==> src/rtl/fm_discriminator.sv <==
// Multi-channel FM phase discriminator.
// Takes interleaved CORDIC phase beats, forms the wrap-corrected phase
// difference per channel, integrates it over DECIM frames, then shifts,
// saturates and emits one signed 16-bit sample per channel per dump.
module fm_discriminator #(
  parameter int PHASE_WIDTH            = 16,
  parameter int NUM_CHANNELS           = 1,
  parameter int DECIM                  = 1,
  parameter int OUT_SHIFT              = 0,
  parameter int C_S00_AXIS_TDATA_WIDTH = 32,
  parameter int C_M00_AXIS_TDATA_WIDTH = 32
) (
  input  logic                                  s00_axis_aclk,
  input  logic                                  s00_axis_aresetn,
  input  logic                                  s00_axis_tvalid,
  input  logic                                  s00_axis_tlast,
  input  logic [C_S00_AXIS_TDATA_WIDTH-1:0]     s00_axis_tdata,
  input  logic [C_S00_AXIS_TDATA_WIDTH/8-1:0]   s00_axis_tstrb,
  output logic                                  s00_axis_tready,
  input  logic                                  m00_axis_tready,
  output logic                                  m00_axis_tvalid,
  output logic                                  m00_axis_tlast,
  output logic [C_M00_AXIS_TDATA_WIDTH-1:0]     m00_axis_tdata,
  output logic [C_M00_AXIS_TDATA_WIDTH/8-1:0]   m00_axis_tstrb,
  output logic                                  sat_pulse,
  output logic                                  frame_err
);

  localparam int PW    = PHASE_WIDTH;
  localparam int AW    = PHASE_WIDTH + 8;
  localparam int CW    = (NUM_CHANNELS > 1) ? $clog2(NUM_CHANNELS) : 1;
  localparam int DW    = (DECIM > 1) ? $clog2(DECIM) : 1;
  localparam int NSLOT = 1 << CW;

  localparam logic signed [AW-1:0] Y_MAX = AW'(32767);
  localparam logic signed [AW-1:0] Y_MIN = AW'(-32768);

  // The reset input is active-high despite its name.
  logic rst;
  logic clk;
  assign rst = s00_axis_aresetn;
  assign clk = s00_axis_aclk;

  // Magnitude half of the input word and the strobes carry no information here.
  logic unused_inputs;
  assign unused_inputs = ^{s00_axis_tdata, s00_axis_tstrb};

  // Per-channel state; slots above NUM_CHANNELS-1 are never addressed.
  logic [PW-1:0]        prev   [NSLOT];
  logic signed [AW-1:0] acc    [NSLOT];
  logic [NSLOT-1:0]     primed;
  logic [CW-1:0]        ch;
  logic [DW-1:0]        dcnt;
  logic [15:0]          y_q;

  logic                 accept;
  logic                 last_ch;
  logic                 dump;
  logic [PW-1:0]        phase;
  logic [PW-1:0]        diff;
  logic signed [AW-1:0] sum;
  logic signed [AW-1:0] shifted;
  logic                 sat_hi;
  logic                 sat_lo;
  logic [15:0]          y_next;

  // Handshake: a beat moves on either side only on a clock edge where valid
  // and ready are both high. The output register is a single stage, so the
  // input is ready whenever that stage is empty or being drained this cycle;
  // a held output keeps data, last and valid frozen until it is taken.
  assign s00_axis_tready = m00_axis_tready || !m00_axis_tvalid;
  assign accept          = s00_axis_tvalid && s00_axis_tready;

  assign phase   = s00_axis_tdata[16 +: PW];
  assign last_ch = (ch == CW'(NUM_CHANNELS - 1));
  assign dump    = (dcnt == DW'(DECIM - 1));

  // Difference modulo a full turn, integration and output scaling.
  always_comb begin
    diff    = primed[ch] ? (phase - prev[ch]) : '0;
    sum     = acc[ch] + {{8{diff[PW-1]}}, diff};
    shifted = sum >>> OUT_SHIFT;
    sat_hi  = (shifted > Y_MAX);
    sat_lo  = (shifted < Y_MIN);
    if (sat_hi)      y_next = 16'h7FFF;
    else if (sat_lo) y_next = 16'h8000;
    else             y_next = shifted[15:0];
  end

  // Channel sequencing, decimation count and per-channel phase/accumulator.
  always_ff @(posedge clk or posedge rst) begin
    if (rst) begin
      ch     <= '0;
      dcnt   <= '0;
      primed <= '0;
      for (int i = 0; i < NSLOT; i++) begin
        prev[i] <= '0;
        acc[i]  <= '0;
      end
    end else if (accept) begin
      prev[ch]   <= phase;
      primed[ch] <= 1'b1;
      acc[ch]    <= dump ? '0 : sum;
      if (last_ch) dcnt <= dump ? '0 : dcnt + 1'b1;
      // tlast resynchronises the channel counter to the frame start.
      ch <= (s00_axis_tlast || last_ch) ? '0 : ch + 1'b1;
    end
  end

  // Output register plus the saturation and framing status pulses.
  always_ff @(posedge clk or posedge rst) begin
    if (rst) begin
      m00_axis_tvalid <= 1'b0;
      m00_axis_tlast  <= 1'b0;
      y_q             <= '0;
      sat_pulse       <= 1'b0;
      frame_err       <= 1'b0;
    end else begin
      sat_pulse <= accept && dump && (sat_hi || sat_lo);
      frame_err <= accept && s00_axis_tlast && !last_ch;
      if (accept && dump) begin
        m00_axis_tvalid <= 1'b1;
        m00_axis_tlast  <= last_ch;
        y_q             <= y_next;
      end else if (m00_axis_tready) begin
        m00_axis_tvalid <= 1'b0;
      end
    end
  end

  assign m00_axis_tdata = {{(C_M00_AXIS_TDATA_WIDTH - 16){y_q[15]}}, y_q};
  assign m00_axis_tstrb = {(C_M00_AXIS_TDATA_WIDTH / 8){1'b1}};

endmodule

==> config.mk <==
export PLATFORM = sky130hd
export DESIGN_NAME = fm_discriminator
export DESIGN_NICKNAME = d
export VERILOG_FILES = /design/src/rtl/fm_discriminator.sv
export SDC_FILE = /design/constraint.sdc
export NUM_CORES = 1
export LEC_CHECK = 0
export ABC_AREA = 1
export CORE_MARGIN = 2
export CORE_UTILIZATION = 29
export CTS_CLUSTER_SIZE = 24
export DETAILED_ROUTE_END_ITERATION = 10
export GPL_TIMING_DRIVEN = 0
export SYNTH_ARGS = -nofsm -noshare
export SYNTH_HDL_FRONTEND = slang
export SYNTH_SLANG_ARGS = --single-unit
==> constraint.sdc <==
create_clock -name s00_axis_aclk -period 2.5 [get_ports s00_axis_aclk]
set_input_delay 0.5 -clock s00_axis_aclk [delete_from_list [all_inputs] [get_ports s00_axis_aclk]]
set_output_delay 0.5 -clock s00_axis_aclk [all_outputs]
set_load 0.1 [all_outputs]
# Word level (Yosys, flattened, before mapping)
# Index checks and enable logic that the tools add are counted.
[word_totals] out_inout_bits=41 register_bits=104 elab_cells=63
[classes] addsub=4 bitwise=4 n_lt_le_gt_ge=6 n_reduce_logical=13 muxes=24
[op_table] cell="two-way mux 24 bit" n=5
[op_table] cell="two-way mux 16 bit" n=7
[op_table] cell="bitwise mux 48 bit" n=1
[op_table] cell="bitwise mux 32 bit" n=1
[op_table] cell="adder 24 bit" n=1
[op_table] cell="demux 24 bit (select 1 bit)" n=1
[op_table] cell="> comparator 24 x 16 -> 1 bit (second input constant)" n=1
[op_table] cell="less-than comparator 24 x 16 -> 1 bit (second input constant)" n=1
[op_table] cell="demux 16 bit (select 1 bit)" n=1
[op_table] cell="subtractor 16 bit" n=1
[op_table] cell="logical AND 1 bit" n=7
[op_table] cell="two-way mux 1 bit" n=7
[op_table] cell="logical OR 1 bit" n=3
[op_table] cell="adder 1 bit (second input constant)" n=2
[op_table] cell="greater-or-equal comparator 2 bit (second input constant)" n=1
[op_table] cell="less-than comparator 1 x 2 -> 1 bit (second input constant)" n=1
[op_table] cell="less-than comparator 2 x 1 -> 1 bit (second input constant)" n=1
[op_table] cell="inverter 1 bit" n=2
[op_table] cell="inverter 1 -> 2 bit" n=1
[op_table] cell="bitwise OR 2 bit" n=1
[op_table] cell="AND reduction 2 bit" n=1
[op_table] cell="nonzero test 2 bit" n=1
[op_table] cell="demux 1 bit (select 1 bit)" n=1
[op_table] cell="greater-or-equal comparator 1 bit (second input constant)" n=1
[op_table] cell="logical NOT 1 bit" n=1

# Logic depth before layout (Yosys ltp)
[logic_depth] ltp_word=10 ltp_mapped=15 depth_no_buf=14

# Least setup slack after synthesis
# OpenSTA, ideal clock, no wires.
[synth_path] path_kind="register -> output" from="reg m00_axis_tvalid" to="out s00_axis_tready" path_stages_with_launch=2 required_time_ns=2.000 arrival_time_ns=1.788 slack_ns=0.212 n_path_buf=0 cell_sequence="dfrtp_1 -> nand2_1"
[synth_via] elab_chain_cells=2
[synth_rtl] element="from (decl)" line="21" rtl="output logic m00_axis_tvalid,"
[synth_rtl] element="from (signal assigned)" line="113" rtl="m00_axis_tvalid <= 1'b0;"
[synth_rtl] element="from (signal assigned)" line="122" rtl="m00_axis_tvalid <= 1'b1;"
[synth_rtl] element="from (signal assigned)" line="126" rtl="m00_axis_tvalid <= 1'b0;"
[synth_rtl] element="logical NOT 1 bit" line="71" rtl="assign s00_axis_tready = m00_axis_tready || !m00_axis_tvalid;"
[synth_rtl] element="logical OR 1 bit" line="71"
[synth_rtl] element="to (decl)" line="19" rtl="output logic s00_axis_tready,"
# No other way between the ends.

# Final worst setup path
[layout_path] from="in m00_axis_tready" to="out s00_axis_tready"
[layout_via] elab_chain_cells=1
[layout_rtl] element="from (decl)" line="20" rtl="input logic m00_axis_tready,"
[layout_rtl] element="logical OR 1 bit" line="71"
# No other way between the ends.

==> flow_metrics.env <==
export IMPL_dp_cells=639
export IMPL_grt_pass1_wl_mm=13.1
export IMPL_antenna_left=0
export IMPL_fillCellCount=1198
export IMPL_hold_buffers=0
export IMPL_rows=39
export IMPL_crit_chain="clkdlybuf4s50_1 > inv_1 > nand2_1 > dlygate4sd2_1"
export IMPL_syn_area_sq_um=3320
export IMPL_cts_sinks=55
export IMPL_dp_hpwl_mm=6.04
export IMPL_max_freq_mhz=409
export IMPL_syn_to_final_growth_pct=26.2
export IMPL_yosys_warnings=0
export IMPL_antenna_found_initial=0
export IMPL_rr_endpoint="y_q[8]"
export IMPL_worstPathRequired_ns=2.00
export IMPL_crit_type="in2out"
export IMPL_hold_ws_ns=0.477
export IMPL_wl_mm=7.67
export IMPL_status="complete, no violations"
export IMPL_timing_critical_path_buf_inv=3
export IMPL_route_detailed_drc=0
export IMPL_synth_cells=435
export IMPL_p_total_mw=4.14
export IMPL_cts_max_level=2
export IMPL_maxSlewHeadroom=0.348
export IMPL_vdd_drop_max_uv=737
export IMPL_vias=2800
export IMPL_pre_cts_ws_ns=-0.219
export IMPL_max_cap_violations=0
export IMPL_yosys_area_top_type="dfrtp_1"
export IMPL_drive_above_1_share=0.111
export IMPL_wire_per_inst_microns=11.9
export IMPL_min_from="y_q[10]"
export IMPL_cp_start_kind="input pin"
export IMPL_drt_vias_per_instance=4.33
export IMPL_worstPathArrival_ns=1.94
export IMPL_clock_path_buffers=2
export IMPL_syn_avg_cell_area_sq_um=7.63
export IMPL_grt_pass1_vias=2797
export IMPL_synth_edff_count=0
export IMPL_timing_rr_start="ch"
export IMPL_holdPathStages=2
export IMPL_finalNonFillerCells=647
export IMPL_core_area_sq_um=11300
export IMPL_min_to="y_q[10]"
export IMPL_nets=564
export IMPL_place_gp_congestion=0.816
export IMPL_setup_viol_count_final=0
export IMPL_critPathSlowestCell="dlygate4sd2_1"
export IMPL_final_max_slew_viol_count=0
export IMPL_hold_class="reg2reg"
export IMPL_clkTransAtPathRegs_ns=0.07
export IMPL_synth_common_cells="nand2_1 (154), inv_1 (63), dfrtp_1 (55)"
export IMPL_worst_pin_slew_ns=0.975
export IMPL_period_minus_slack_ns=2.44
export IMPL_synth_flop_cell="dfrtp_1"
export IMPL_path_delay_family="buffers and inverters"
export IMPL_diodes=0
export IMPL_reg2reg_depth=14
export IMPL_setup_ws_ns=0.0560
export IMPL_fin_skew_ns=0.00499
export IMPL_cts_root_buffer="clkbuf_16"
export IMPL_grtUsageTotal=0.130
export IMPL_chipHeight_microns=111
export IMPL_yosysMostFrequentCell="nand2_1"
export IMPL_numCtsBuffers=5
export IMPL_p_leak_nw=2.19
export IMPL_min_period_over_period=0.978
export IMPL_worstSetupStartpoint="m00_axis_tready"
export IMPL_hold_viol=0
export IMPL_yosysSeqAreaShare=0.415
export IMPL_p_per_area_nw_per_um2=988
export IMPL_first_pass_iters=4
export IMPL_synth_cell_types=26
export IMPL_initial_core_util=0.294
export IMPL_synth_area_leaders="dfrtp_1 (41%), nand2_1 (17%), ha_1 (7.2%)"
export IMPL_fp_dieArea_sq_um=12300
export IMPL_io_buffers=57
export IMPL_rsz0062_at_grt="no"
export IMPL_timing_critical_path_slowest_cell_delay_ns=0.85
export IMPL_worstPathMaxFanout=2
export IMPL_setup_tns_ns=0
export IMPL_grt_max_degree=30
export IMPL_die_x_microns=111
export IMPL_gr_total_overflow=0
export IMPL_r2r_slack_ns=0.25
export IMPL_async_flop_share=1.00
export IMPL_cp_end_kind="output pin"
export IMPL_yosysTopAreaCellShare=0.415
export IMPL_drtIter0Drc=110
export IMPL_ys_ff_latch=55
export IMPL_io_pins=82
export IMPL_clk_latency_ns=0.30
export IMPL_cts_tree="yes"
sequential cells by signal, indices dropped and copies added (netlist names):
name and flops:
ch 1, frame_err 1, m00_axis_tlast 1, m00_axis_tvalid 1
prev 32, primed 2, sat_pulse 1, y_q 16
logic make-up after synthesis:
logic type                 after synthesis  synth area share
DFF                                     55             0.415
buffers and inverters                   94             0.135
and+or+nand+nor                        198             0.238
adders and majority gates               20            0.0777
xor gates and xnor gates                 4            0.0106
other                                    2           0.00226
muxes                                   14            0.0422
AOI/OAI and AO/OA                       48            0.0803
repair_timing:
item                       in CTS  in global routing
gates resized for setup        35                 17
hold endpoints to repair        0                  0
cloned                          0                  0
setup buffers                   0                  0
setup endpoints to repair      18                 19
per-layer routing:
layer	global-route usage	wire length, microns	part of all wire
met3	0.0290	378	0.049
met2	0.220	3410	0.44
met1	0.169	3760	0.49
met5	0	0	0
met4	0.0325	116	0.015
worst register-to-register path, stage by stage (launching register included):
cell and delay (ns):
dfrtp_1 0.34, buf_6 0.17, buf_6 0.20, nand2_1 0.07, nand2_1 0.06, ha_1 0.13
inv_1 0.05, fa_1 0.46, nand3_1 0.12, nand3_1 0.14, nand2_1 0.09, nand3_1 0.08
nand2_1 0.07, nand2_1 0.05, o21ai_0 0.15
worst max-delay path by stage:
stage	to	slack, ns	cells after the start
CTS	m00_axis_tdata[25]	0.005	2
detailed placement	s00_axis_tready	-0.22	4
global route	s00_axis_tready	0.01	4
finish	s00_axis_tready	0.06	4
floorplan	s00_axis_tready	0.21	1
global placement	y_q[6]	-0.39	2
final cells by class:
type                    instances  area [sq um]  area share
multi-input cells             289          1510       0.360
repair buffers                 58           517       0.123
plain buffers                  30           213      0.0508
clock buffers                   6           139      0.0332
clock inverters                 2          16.3     0.00389
inverters                      64           240      0.0574
flip-flops and latches         55          1380       0.329
well taps                     143           179      0.0427
cells in the final DEF, fill, tap and decap left out, types with 2 or more instances in the layout:
cell             count
dlygate4sd2_1        2
o21ai_0             38
a21oi_1              6
conb_1               5
inv_1               62
ha_1                19
xor2_1               2
clkbuf_1             5
buf_6                3
nand2_1            154
nor3_1               3
nand3_1             19
nand2_2              2
xnor2_1              2
nand3b_1             2
clkbuf_16            5
clkbuf_2            14
buf_2                2
buf_4               21
dfrtp_1             55
mux2i_1             14
clkdlybuf4s50_1     39
o21ai_1              2
nor2_1              16
metrics by stage:
step           instance area [sq um]  utilization
2_1_floorplan                   3330            -
3_3_place_gp                    4080        0.362
3_5_place_dp                    4100        0.364
4_1_cts                         4250        0.377
5_1_grt                         4190        0.371
6_report                        4190        0.371
report_power, final:
group	internal (mW)	switching [mW]	total, mW	leakage [nW]
combinational	0.547	1.72	2.27	1.44
sequential	1.04	0.101	1.14	0.683
clock	0.401	0.331	0.732	0.0731
total	1.99	2.15	4.14	2.19
(Power assumes the default switching activity.)
==> RTL change 1, RTL diff (config.mk and constraints unchanged) <==
Put one more register stage on the output `frame_err`. The value now appears one clock later. The other outputs are not delayed to match.
--- a/src/rtl/fm_discriminator.sv
+++ b/src/rtl/fm_discriminator.sv
@@ -34,6 +34,8 @@
 
   localparam logic signed [AW-1:0] Y_MAX = AW'(32767);
   localparam logic signed [AW-1:0] Y_MIN = AW'(-32768);
+
+  logic frame_err_s0;
 
   // The reset input is active-high despite its name.
   logic rst;
@@ -114,10 +116,10 @@
       m00_axis_tlast  <= 1'b0;
       y_q             <= '0;
       sat_pulse       <= 1'b0;
-      frame_err       <= 1'b0;
+      frame_err_s0    <= 1'b0;
     end else begin
       sat_pulse <= accept && dump && (sat_hi || sat_lo);
-      frame_err <= accept && s00_axis_tlast && !last_ch;
+      frame_err_s0 <= accept && s00_axis_tlast && !last_ch;
       if (accept && dump) begin
         m00_axis_tvalid <= 1'b1;
         m00_axis_tlast  <= last_ch;
@@ -131,5 +133,9 @@
   assign m00_axis_tdata = {{(C_M00_AXIS_TDATA_WIDTH - 16){y_q[15]}}, y_q};
   assign m00_axis_tstrb = {(C_M00_AXIS_TDATA_WIDTH / 8){1'b1}};
 
+  always_ff @(posedge s00_axis_aclk) begin
+    frame_err <= frame_err_s0;
+  end
+
 endmodule
 
Behaviour: no difference found for any inputs over 10 cycles, from zero or initial values and one cycle with s00_axis_aresetn high; that may be too few to reach the edited logic, so the function may still have changed.
==> RTL change 1 against the original RTL <==
- wire length grew 3.5%
- total power grew 5.1%
- worst setup slack worse by 0.024 ns
- sequential cell count up 1
- die area is 1.5% higher
- synthesized cell count increased by 0.46%
- register-to-register slack got worse by 0.02 ns
- final area up 1.1%
- area after synthesis rose by 1.6%
- critical path type unchanged
==> RTL change 1: results (changes against the original RTL) <==
metric	value	unit	change
outcome	finished, final reports clean		
Clock Skews	0.00476	ns	-0.000224 ns
Lkg Pwr	2.21	nW	+1.0%
Logic pwr share	56.4	%	+1.6 points
largest net degree at the start of global routing	38		+27%
Longest Clk Path Bufs	2		unchanged
xor/xnor share of the synthesized area	1.04	%	-0.016 points
GRT Util Overall	13.2	%	+0.16 points
M2 GR Usage	22.5	%	+0.50 points
first-pass GRT wire length	13.4	mm	+2.3%
vias in the first global route	2793		-0.14%
GP Congestion	0.809		-0.78%
Slew @ Worst Pin	0.988	ns	+0.0127 ns
ranking of synthesized cells by area	dfrtp_1 (41%), nand2_1 (17%), ha_1 (7.1%), inv_1 (6.7%), o21ai_0 (5.6%)		
R2R Setup Slk	0.23	ns	-0.02 ns
layout cell share with drive strength beyond 1	13.0	%	+1.9 points
met2 wire length	3.72	mm	+9.2%
mux cell area share after synthesis	4.19	%	-0.029 points
maximum fanout along the worst path	3		+1
Post-Synth Adder-Cell Area	7.65	%	-0.12 points
Psw	0.00231	W	+7.5%
routed vias/inst	4.35		+0.48%
dpl hpwl	6.30	mm	+4.4%
initial drt markers	127		+15%
fillers	1184		-1.2%
clk_lat worst skew	0.29	ns	
ys async rst share	98.2	%	-1.8 points
worst setup path start	m00_axis_tready		
sequential power	0.00118	W	+4%
count of warnings emitted by yosys	0		unchanged
Cell Area, Placed	4150	um2	+1.3%
compound-cell area share of the yosys netlist	7.65	%	-0.39 points
met1 usage	17.2	%	+0.26 points
post-synth cell types	31		+19%
Post-synth top cells	nand2_1 (152), inv_1 (60), dfrtp_1 (55)		
Reg-to-Reg End	y_q[8]$_DFFE_PP0P_		
M3 GR Usage	2.18	%	-0.72 points
WP data arrival	1.97	ns	+0.03 ns
nets@finish	566		+0.35%
per-cell routed wire length	12.2	um	+3.1%
CP endpoint	s00_axis_tready		
Sw Share	53.2	%	+1.2 points
post-synthesis sequential area ratio	41.4	%	-0.053 points
met3 wire len	390	um	+3.2%
Hold Slack	0.344	ns	-0.133 ns
RTL change 1: cell count changes in the layout (fill, tap and decap cells not counted), moves of 2 or more:
| cell | unedited run | this run |
|---|---|---|
| clkinv_2 | 0 | 2 |
| o21ai_1 | 2 | 0 |
| o21ai_2 | 0 | 2 |
| nand2_1 | 154 | 152 |
| nand2_4 | 0 | 3 |
| inv_1 | 62 | 59 |
RTL change 1: worst min path at each step:
stage | startpoint | end | depth (start not counted)
2_1_floorplan | frame_err_s0$_DFF_PP0_ | frame_err$_DFF_P_ | 0
3_3_place_gp | frame_err_s0$_DFF_PP0_ | frame_err$_DFF_P_ | 0
3_5_place_dp | frame_err_s0$_DFF_PP0_ | frame_err$_DFF_P_ | 0
4_1_cts | frame_err_s0$_DFF_PP0_ | frame_err$_DFF_P_ | 0
5_1_grt | frame_err_s0$_DFF_PP0_ | frame_err$_DFF_P_ | 0
6_report | frame_err_s0$_DFF_PP0_ | frame_err$_DFF_P_ | 0
RTL change 1: through the flow:
step	utilization [%]	setup TNS, ns	worst slack, ns	instances
floorplan	-	0	0.277	440
global placement	36.3	-20.91	-0.379	640
detailed placement	36.5	-0.260	-0.260	641
CTS	37.6	0	0.00505	649
global route	37.2	0	0.00443	649
finish	37.2	0	0.0319	649
RTL change 1: area by class of cell:
class                           instances  area [um2]  area share [%]
Clock buffer                            5         125            2.96
Sequential cell                        56        1400            33.0
Tap cell                              143         179            4.23
Clock inverter                          3        22.5           0.532
Multi-Input combinational cell        290        1530            36.2
Timing Repair Buffer                   58         510            12.1
Inverter                               63         240            5.68
Buffer                                 31         228            5.38
RTL change 1: what timing repair did:
item	4_1_cts	5_1_grt
gates cloned	0	0
endpoints found under the hold margin	0	0
pin swaps	0	0
endpoints found under the setup margin	18	23
gates resized for setup	20	34
==> RTL change 2, RTL diff (config.mk and constraints unchanged) <==
Without the edit above. Set the parameter `C_M00_AXIS_TDATA_WIDTH` to 28 (it was 32).
--- a/src/rtl/fm_discriminator.sv
+++ b/src/rtl/fm_discriminator.sv
@@ -8,7 +8,7 @@
   parameter int DECIM                  = 1,
   parameter int OUT_SHIFT              = 0,
   parameter int C_S00_AXIS_TDATA_WIDTH = 32,
-  parameter int C_M00_AXIS_TDATA_WIDTH = 32
+  parameter int C_M00_AXIS_TDATA_WIDTH = 28
 ) (
   input  logic                                  s00_axis_aclk,
   input  logic                                  s00_axis_aresetn,
Interface: changed (resized m00_axis_tdata and m00_axis_tstrb); port bits go from 82 to 77. No check against the original RTL was run, so the function may have changed too.
==> RTL change 2 against the original RTL <==
- area after synthesis is 1.1% lower
- count of clock-buffer cells in the layout decreased by 1
- non-clock buffer count is 9 lower
- final area decreased by 0.90%
- die area shrank 1.1%
- sequential cell count unchanged
- total power shrank 5.0%
- wire length is essentially flat
- worst setup slack improved by 0.057 ns
- clock skew is 0.0041 ns higher
- largest power group unchanged
==> RTL change 2: results (changes against the original RTL) <==
metric	value	unit	change
layout cell share with drive strength beyond 1	7.29	%	-3.8 points
Post-synth top cells	nand2_1 (154), inv_1 (63), dfrtp_1 (55)		
diode count	0		unchanged
Lkg Pwr	2.16	nW	-1.3%
drt pass-1 iters	4		unchanged
ranking of synthesized cells by area	dfrtp_1 (42%), nand2_1 (18%), ha_1 (7.2%), inv_1 (7.2%), o21ai_0 (5.8%)		
nets@finish	554		-1.8%
dpl hpwl	5.98	mm	-1.1%
Clock Skews	0.00909	ns	+0.00411 ns
maximum fanout along the worst path	14		+12
per-cell routed wire length	12.1	um	+2.0%
# port buffers	53		-7.0%
largest net degree at the start of global routing	35		+17%
Psw	0.00199	W	-7.3%
Root Buffer	clkbuf_16		
largest registers	prev x32, y_q x16, primed x2		
clock slew at reported path FFs	0.07	ns	about the same
fillers	1144		-4.5%
first-pass GRT wire length	12.8	mm	-2.4%
initial drt markers	162		+47%
Synth Flop Type	dfrtp_1		
vias in the first global route	2676		-4.3%
worst relative slew slack	34.8	%	+0.043 points
pre-CTS setup slack	-0.241	ns	-0.0221 ns
TritonCTS Buffers	5		unchanged
GP Congestion	0.807		-1.0%
outcome	finished, final reports clean		
Peak VDD IR	0.670	mV	-9.1%
post-synthesis sequential area ratio	42.0	%	+0.47 points
count of warnings emitted by yosys	0		unchanged
WP data arrival	1.89	ns	-0.05 ns
GRT Util Overall	13.7	%	+0.65 points
routed vias/inst	4.41		+1.8%
initial antenna violation count	0		unchanged
==> RTL change 2: cell count changes after synthesis, sizes merged <==
cell / unedited run / this run
buf: 25 / 20
==> RTL change 2: routing by layer <==
layer | GRT usage [%] | wire, um | part of all wire, % | up-vias
met5 | 0 | 0 | 0 | -
met2 | 23.3 | 3610 | 47 | 66
met4 | 2.95 | 75 | 0.98 | 0
met3 | 2.41 | 377 | 4.9 | 6
li1 | - | - | - | 1438
met1 | 18.2 | 3610 | 47 | 1284
==> RTL change 2: area by class of cell <==
cell class	instances	share of cell area, %
inverters	64	5.79
repair buffers	54	12.8
well taps	140	4.22
flip-flops and latches	55	33.2
plain buffers	25	4.22
clock buffers	5	3.02
clock inverters	3	0.603
multi-input cells	288	36.2
==> RTL change 2: what timing repair did <==
item,CTS,global route
resized for setup,14,5
hold buffers,0,0
setup endpoints to repair,14,7
==> RTL change 2: logic make-up after synthesis <==
family	synth area share, %
other	0.229
AOI/OAI and AO/OA	8.12
xor gates and xnor gates	1.07
muxes	4.27
adders and majority gates	7.86
DFF	42.0
buffers and inverters	12.5
and+or+nand+nor	24.0
==> RTL change 2: through the flow <==
stage                     setup TNS, ns  cells  instance area (um2)  util (%)  total power [W]
after floorplan                       0    432                 3290         -          0.00280
after global placement           -21.91    625                 3990      36.5          0.00325
after detailed placement         -0.241    626                 4010      36.7          0.00328
after CTS                             0    634                 4150      37.9          0.00396
after global routing                  0    634                 4150      37.9          0.00416
final                                 0    634                 4150      37.9          0.00393
==> RTL change 2: critical path, stage by stage, from the launching register on <==
cell,delay (ns)
dfrtp_1,0.57
buf_4,0.18
dlygate4sd2_1,0.85
==> RTL change 2: final timing paths <==
path,start,end,slack [ns]
max in group asynchronous,s00_axis_aresetn,prev[4]$_DFFE_PP0P_,1.40
worst max register to register,ch$_DFFE_PP0P_,y_q[8]$_DFFE_PP0P_,0.21
min in group asynchronous,s00_axis_aresetn,m00_axis_tvalid$_DFFE_PP0P_,0.54
worst max-delay path,y_q[15]$_DFFE_PP0P_,m00_axis_tdata[19],0.11
worst min register to register,m00_axis_tlast$_DFFE_PP0P_,m00_axis_tlast$_DFFE_PP0P_,0.48
worst min-delay path,m00_axis_tlast$_DFFE_PP0P_,m00_axis_tlast$_DFFE_PP0P_,0.48
==> RTL change 2: power groups by stage <==
stage	logic, W	registers (W)	clock network (W)
after floorplan	0.00106	0.00174	0
after global placement	0.00211	0.00114	0
after detailed placement	0.00213	0.00115	0
after CTS	0.00209	0.00113	0.000739
after global routing	0.00222	0.00116	0.000781
final	0.00208	0.00113	0.000718
